### config.mk
export PLATFORM = sky130hd
export DESIGN_NAME = forwarding_network
export DESIGN_NICKNAME = d
export VERILOG_FILES = /design/src/rtl/forwarding_network.sv
export SDC_FILE = /design/constraint.sdc
export NUM_CORES = 1
export LEC_CHECK = 0
export CORE_ASPECT_RATIO = 1.25
export CORE_MARGIN = 2
export CORE_UTILIZATION = 44
export CTS_BUF_LIST = sky130_fd_sc_hd__clkbuf_8 sky130_fd_sc_hd__clkbuf_16
export DETAILED_ROUTE_END_ITERATION = 7
export GPL_TIMING_DRIVEN = 1
export MAX_ROUTING_LAYER = met4
export PLACE_DENSITY = 0.93
export SLEW_MARGIN = 20
export SYNTH_ARGS = -nofsm -noshare
export SYNTH_HDL_FRONTEND = slang
export SYNTH_SLANG_ARGS = --single-unit
export TNS_END_PERCENT = 20
### constraint.sdc
create_clock -name CLK -period 5.9 [get_ports CLK]
set_input_delay 0.59 -clock CLK [delete_from_list [all_inputs] [get_ports CLK]]
set_output_delay 0.59 -clock CLK [all_outputs]
set_load 0.03 [all_outputs]
### src/rtl/forwarding_network.sv
// Operand-forwarding network for the execution stage. Each source operand is
// resolved from the youngest matching producer, then a stall hold register, then the register file.
module forwarding_network #(
  parameter int DATA_WIDTH    = 32,
  parameter int REG_ADD_WIDTH = 5,
  parameter int NUM_SRC       = 2,
  parameter int NUM_STAGES    = 4,
  parameter int ZERO_REG_HARD = 1
) (
  input  logic                             CLK,
  input  logic                             RST,
  input  logic                             STALL_EXECUTION_STAGE,
  input  logic [NUM_SRC*REG_ADD_WIDTH-1:0]    RS_ADDRESS_EXECUTION,
  input  logic [NUM_SRC*DATA_WIDTH-1:0]       RS_DATA_EXECUTION,
  input  logic [NUM_STAGES*REG_ADD_WIDTH-1:0] RD_ADDRESS,
  input  logic [NUM_STAGES-1:0]               RD_WRITE_ENABLE,
  input  logic [NUM_STAGES-1:0]               RD_DATA_VALID,
  input  logic [NUM_STAGES*DATA_WIDTH-1:0]    RD_DATA,
  output logic [NUM_SRC*DATA_WIDTH-1:0]       RS_DATA,
  output logic [NUM_SRC-1:0]                  FORWARD_HIT,
  output logic                                DATA_HAZARD
);

  localparam int WB_STAGE = NUM_STAGES - 1;

  logic [NUM_SRC-1:0] hazard_vec;

  genvar gi;
  genvar gk;

  generate
    for (gi = 0; gi < NUM_SRC; gi++) begin : g_src
      logic [REG_ADD_WIDTH-1:0] rs_addr;
      logic [DATA_WIDTH-1:0]    rs_file_data;
      logic                     addr_is_zero;
      logic [NUM_STAGES-1:0]    match_vec;

      // Selection chain: entry k holds the youngest match among stages k..WB.
      logic [NUM_STAGES:0]      found_chain;
      logic [NUM_STAGES:0]      valid_chain;
      logic [DATA_WIDTH-1:0]    data_chain [NUM_STAGES+1];

      logic                     hold_valid_reg;
      logic                     hold_valid_next;
      logic [DATA_WIDTH-1:0]    hold_data_reg;
      logic [DATA_WIDTH-1:0]    hold_data_next;

      logic [DATA_WIDTH-1:0]    operand_data;
      logic                     operand_hit;
      logic                     operand_hazard;

      assign rs_addr      = RS_ADDRESS_EXECUTION[gi*REG_ADD_WIDTH +: REG_ADD_WIDTH];
      assign rs_file_data = RS_DATA_EXECUTION[gi*DATA_WIDTH +: DATA_WIDTH];
      assign addr_is_zero = (ZERO_REG_HARD != 0) && (rs_addr == '0);

      assign found_chain[NUM_STAGES] = 1'b0;
      assign valid_chain[NUM_STAGES] = 1'b0;
      assign data_chain[NUM_STAGES]  = '0;

      for (gk = 0; gk < NUM_STAGES; gk++) begin : g_stage
        assign match_vec[gk] = RD_WRITE_ENABLE[gk]
                            && (RD_ADDRESS[gk*REG_ADD_WIDTH +: REG_ADD_WIDTH] == rs_addr)
                            && !addr_is_zero;
        assign found_chain[gk] = match_vec[gk] || found_chain[gk+1];
        assign valid_chain[gk] = match_vec[gk] ? RD_DATA_VALID[gk] : valid_chain[gk+1];
        assign data_chain[gk]  = match_vec[gk] ? RD_DATA[gk*DATA_WIDTH +: DATA_WIDTH]
                                               : data_chain[gk+1];
      end

      // A matching producer without data still owns the operand: no fall-through to older stages.
      always_comb begin
        operand_data   = rs_file_data;
        operand_hit    = 1'b0;
        operand_hazard = 1'b0;
        if (found_chain[0]) begin
          operand_hit = 1'b1;
          if (valid_chain[0]) begin
            operand_data = data_chain[0];
          end else begin
            operand_hazard = 1'b1;
          end
        end else if (hold_valid_reg) begin
          operand_hit  = 1'b1;
          operand_data = hold_data_reg;
        end
      end

      always_comb begin
        hold_valid_next = hold_valid_reg;
        hold_data_next  = hold_data_reg;
        if (!STALL_EXECUTION_STAGE) begin
          hold_valid_next = 1'b0;
          hold_data_next  = '0;
        end else if (match_vec[WB_STAGE] && RD_DATA_VALID[WB_STAGE]) begin
          hold_valid_next = 1'b1;
          hold_data_next  = RD_DATA[WB_STAGE*DATA_WIDTH +: DATA_WIDTH];
        end
      end

      always_ff @(posedge CLK) begin
        if (RST) begin
          hold_valid_reg <= 1'b0;
          hold_data_reg  <= '0;
        end else begin
          hold_valid_reg <= hold_valid_next;
          hold_data_reg  <= hold_data_next;
        end
      end

      assign RS_DATA[gi*DATA_WIDTH +: DATA_WIDTH] = operand_data;
      assign FORWARD_HIT[gi]                      = operand_hit;
      assign hazard_vec[gi]                       = operand_hazard;
    end
  endgenerate

  assign DATA_HAZARD = |hazard_vec;

endmodule

Yosys cells after proc, flatten, opt, wreduce, memory -nomap -nowiden. Index checks and enable logic that the tools add are counted.

Word-level logic and storage cells: 73. Register bits after elaboration: 66. Output and inout bits: 67. Input port bits: 233.

Equal/unequal tests: 8. Reductions and logical operators: 30. Multiplexer cells: 30. Bitwise gates (word level): 1.

Operator list (number): $mux 32 (14); $eq 5x5->1 (8); $logic_and 1x1->1 (18); $mux 1 (16); $logic_not 5->1 (2); $logic_or 1x1->1 (6); $reduce_or 2->1 (2); $logic_not 1->1 (2); $not 1->1 (1).

Longest topological paths before layout.
Depth after elaboration: 10. Gate-level depth with buffers: 11. Mapped depth without buffers: 7.

Worst setup path after synthesis. OpenSTA, ideal clock, no wires.

Path kind: input port to output port. Start point: input port RS_ADDRESS_EXECUTION[2]. End point: output port RS_DATA[0]. Data required time: 5310 ps. Cell stages on the path: 10. Path buffers: 3. Path slack: 2225 ps. Data arrival time: 3085 ps. Cells stage by stage: buf_2 or4_4 o211a_1 and2_4 buf_6 or4_4 o311ai_4 nand2_4 buf_6 a221o_1.

Cells in the longest elaborated chain, start to end: 9. Elaborated cells on any way between the ends: 27. Classes of those cells: eq/ne: 4; mux: 10; reduce/logical: 13.

Ends and longest elaborated chain: start: declaration (RTL line 13) `input logic [NUM_SRC*REG_ADD_WIDTH-1:0] RS_ADDRESS_EXECUTION,`; $eq 5x5->1 or $logic_not 5->1 (tied branches) (RTL line 62, 54); $logic_and 1x1->1 or $logic_not 1->1 (tied branches) (RTL line 62, 63); $logic_and 1x1->1 (RTL line 63) `&& !addr_is_zero;`; $mux 32 or $mux 1 (tied branches) (4 in series) (RTL line 66, 65); $mux 32 (RTL line 77) `if (valid_chain[0]) begin`; $mux 32 * (RTL line 75) `if (found_chain[0]) begin`; end: declaration (RTL line 19) `output logic [NUM_SRC*DATA_WIDTH-1:0] RS_DATA,`.

Every way passes the cells marked *; elsewhere a longest branch is shown, timed or not.

Worst setup path in the final report.
Start point: input port RS_ADDRESS_EXECUTION[8]. End point: output port RS_DATA[58].

Same word-level chain as after synthesis.

==> results.rst <==
.. list-table::
   :header-rows: 1

   * - Metric
     - Value
   * - Status
     - complete, no violations
   * - Net count after synthesis
     - 1037
   * - Unrepaired setup endpoints after global routing
     - no
   * - Number of CTS-inserted buffers
     - 9
   * - Synth cell types
     - 46
   * - Reg area
     - 0.00132 mm²
   * - Buffer count from post-CTS setup fixing
     - 0
   * - Proportion of power drawn by combinational gates
     - 34.5%
   * - Fraction of post-synthesis cell area in the top cell type by area
     - 23.3%
   * - Initial cell density of the core
     - 44.8%
   * - Pin count of the biggest net entering global routing
     - 67
   * - Layout Area Growth over Synthesis
     - 59.7%
   * - Final setup vio count
     - 0
   * - VDD IR max
     - 148 µV
   * - Switch share
     - 30.4%
   * - Sort of element at the start of the critical path
     - primary input
   * - Final wirelength
     - 27.4 mm
   * - Arrival time worst endpoint
     - 4860 ps
   * - FFs w/ async S/R, synth
     - 0%
   * - Worst-path clk slew
     - 60 ps
   * - Top flip-flop cell by instance count after synthesis
     - sky130_fd_sc_hd__dfxtp_1
   * - Portion of total power attributed to the clock network
     - 37.1%
   * - Final min period
     - 5450 ps
   * - Per-cell via count in the routed design
     - 6.42
   * - Overall Global Routing Usage
     - 38.2%
   * - Clock tree sinks
     - 66
   * - Overflow left after global routing
     - 0
   * - Wire length of the first global-routing pass
     - 40.0 mm
   * - Total area of multi-input combinational cells
     - 0.00403 mm²
   * - Slew at the pin with the worst max-slew slack
     - 1010 ps
   * - Row Count
     - 46
   * - DRC violation count after routing
     - 0
   * - Leakage power summed over all cells
     - 2.96 nW
   * - Top cell type by total area after synthesis
     - sky130_fd_sc_hd__dfxtp_1
   * - Power Dens Cells
     - 174 mW/mm²
   * - Horizontal die dimension
     - 106 µm
   * - Average instance area after synthesis
     - 7.06 µm²
   * - Max Clk Rate
     - 184 MHz
   * - H-tree level count
     - 3
   * - Clock tree root driver cell
     - sky130_fd_sc_hd__clkbuf_16
   * - Total Die Area
     - 0.0138 mm²
   * - Post-cts sizing count
     - 0
   * - Synthesized flop and latch total
     - 66
   * - Fraction of final layout cells sized beyond drive strength 1
     - 7.60%
   * - Max cap viols
     - 0
   * - Crit path kind
     - in2out
   * - Final slew viol count
     - 0
   * - EDFF count, synth
     - 0
   * - Number of antenna violations at the first check in global routing
     - 2
   * - Synth warnings
     - 0
   * - Clock tree skew after final layout
     - 0 ps
   * - Hold_buf cts
     - 0
   * - Maximum number of buffers from clock root to sink
     - 2
   * - Total of buffers placed on input and output ports
     - 299
   * - Floorplan Core Area
     - 0.0127 mm²
   * - Final Worst Setup Slack
     - 452 ps
   * - Largest driver fanout on the critical path
     - 18
   * - Sequential area share after synthesis
     - 23.3%
   * - Setup TNS
     - 0 ps
   * - Hold slack
     - 452 ps
   * - DR vias
     - 7849
   * - Clock network latency to the later pin of the worst-skew pair
     - 340 ps
   * - Final worst-path cycle share
     - 92.3%
   * - Flop pwr share
     - 28.3%
   * - Design internal power
     - 1.10 mW
   * - Global placer's final weighted congestion
     - 0.940
   * - Worst setup slack before clock tree synthesis
     - 597 ps
   * - Critical path endpoint category
     - primary output
   * - Number of nets with antenna violations after routing
     - 0
   * - Classification of the worst-slack hold path
     - reg2reg
   * - Max reg flops
     - 64
   * - Net Switching
     - 0.480 mW
   * - Die boundary height
     - 131 µm
   * - Clock tree from TritonCTS
     - built
   * - Initial DRC count
     - 875
   * - Per-cell routed wire length
     - 22.4 µm
   * - Cell count after synthesis
     - 804
   * - Crit path required time
     - 5310 ps
   * - Overall Power
     - 1.58 mW
   * - Tightest slew margin relative to the limit
     - 32.1%
   * - Ranking of synthesized cells by area
     - sky130_fd_sc_hd__dfxtp_1 23%, sky130_fd_sc_hd__nand2_1 12%, sky130_fd_sc_hd__a221o_1 9.5%
   * - Fill cell count
     - 1061
   * - Number of nets in the final layout
     - 1281
   * - Detailed Place HPWL
     - 19.1 mm
   * - Post-synthesis instance area
     - 0.00567 mm²
   * - Number of iterations in the first detailed-routing pass
     - 7
   * - Total count of hold-check failures in the final report
     - 0
   * - Number of global-route vias before repair
     - 7540
   * - Num ports
     - 300
[metrics by stage]
step | std cells | area (µm²) | utilization, %
after floorplan | 804 | 5670 | -
after global placement | 1205 | 8740 | 69.0
after detailed placement | 1205 | 8740 | 69.0
after CTS | 1221 | 9060 | 71.5
after global routing | 1223 | 9060 | 71.6
final | 1223 | 9060 | 71.6
[final timing paths]
| path | startpoint | end | slack [ps] | depth (start not counted) |
|---|---|---|---|---|
| hold reg to reg | g_src[0].hold_data_reg[23] | g_src[0].hold_data_reg[23] | 450 | 2 |
| hold / removal | g_src[0].hold_data_reg[23] | g_src[0].hold_data_reg[23] | 450 | 2 |
| setup / recovery | RS_ADDRESS_EXECUTION[8] | RS_DATA[58] | 450 | 10 |
| setup reg to reg | g_src[0].hold_valid_reg | g_src[0].hold_valid_reg | 5220 | 2 |
[critical path: stages]
cell and delay (ps):
sky130_fd_sc_hd__clkdlybuf4s50_1 630, sky130_fd_sc_hd__or4_1 230, sky130_fd_sc_hd__nor2_1 110, sky130_fd_sc_hd__nor3_2 850, sky130_fd_sc_hd__a311oi_1 300, sky130_fd_sc_hd__o31ai_4 870, sky130_fd_sc_hd__buf_4 380, sky130_fd_sc_hd__nand2_1 80
sky130_fd_sc_hd__o211ai_1 100, sky130_fd_sc_hd__clkdlybuf4s50_1 710
[routing by layer]
| layer | GRT usage (%) | vias to the layer above | wire length (µm) |
|---|---|---|---|
| li1 | - | 3490 | - |
| met1 | 42.0 | 3583 | 9570 |
| met2 | 65.1 | 647 | 13200 |
| met3 | 8.33 | 129 | 3280 |
| met4 | 20.0 | 0 | 1310 |
| met5 | - | - | 0 |
[cells in the mapped netlist (5+ instances only)]
library cell                 n
sky130_fd_sc_hd__o211ai_1   10
sky130_fd_sc_hd__nand3_1    15
sky130_fd_sc_hd__a222oi_1   20
sky130_fd_sc_hd__nor2_1     60
sky130_fd_sc_hd__nand2_1   186
sky130_fd_sc_hd__buf_6       5
sky130_fd_sc_hd__dfxtp_1    66
sky130_fd_sc_hd__a211oi_1   32
sky130_fd_sc_hd__buf_2      13
sky130_fd_sc_hd__a221oi_1   20
sky130_fd_sc_hd__mux2_2     20
sky130_fd_sc_hd__xnor2_1    23
sky130_fd_sc_hd__o21ai_0    10
sky130_fd_sc_hd__a21oi_1   106
sky130_fd_sc_hd__nand4_1     6
sky130_fd_sc_hd__clkbuf_1   65
sky130_fd_sc_hd__nor3_1      6
sky130_fd_sc_hd__xor2_1     17
sky130_fd_sc_hd__and3_1     20
sky130_fd_sc_hd__a221o_1    54
[placed cells by master (no fill, tap or decap), drive strengths merged, types with 3 or more instances in the layout]
cell / instances
a211oi: 32
a21oi: 106
a221o: 54
a221oi: 20
a222oi: 20
a311oi: 4
a31o: 3
and2: 4
and3: 20
buf: 21
clkbuf: 9
clkdlybuf4s50: 298
dfxtp: 66
inv: 6
mux2: 20
nand2: 187
nand3: 15
nand4: 6
nor2: 60
nor3: 6
nor4: 4
o211a: 4
o211ai: 10
o21ai: 10
o31ai: 3
or3: 3
or4: 3
xnor2: 23
xor2: 17
[cell type report]
cell class / instances / area share (%)
clock inverter: 7 / 1.04
clock buffer: 9 / 2.49
tap: 168 / 2.32
timing repair buffer: 319 / 34.9
antenna: 2 / 0.0552
multi-input combinational: 648 / 44.4
sequential: 66 / 14.6
inverter: 4 / 0.166
[kinds of logic after synthesis]
kind of cell    share of synthesized area (%)
mux                                      4.15
buf+inv                                  7.03
flops                                    23.3
simple gates                             23.4
xor+xnor                                 6.17
compound gates                           36.0
[power groups by stage]
| stage | combinational [mW] | clock [mW] | sequential [mW] |
|---|---|---|---|
| after detailed placement | 0.535 | 0 | 0.457 |
| after floorplan | 0.239 | 0 | 0.457 |
| final | 0.545 | 0.586 | 0.447 |
| after global routing | 0.566 | 0.608 | 0.447 |
| after global placement | 0.531 | 0 | 0.457 |
| after CTS | 0.538 | 0.584 | 0.447 |
Note: power is estimated with default switching activity, not from simulation.
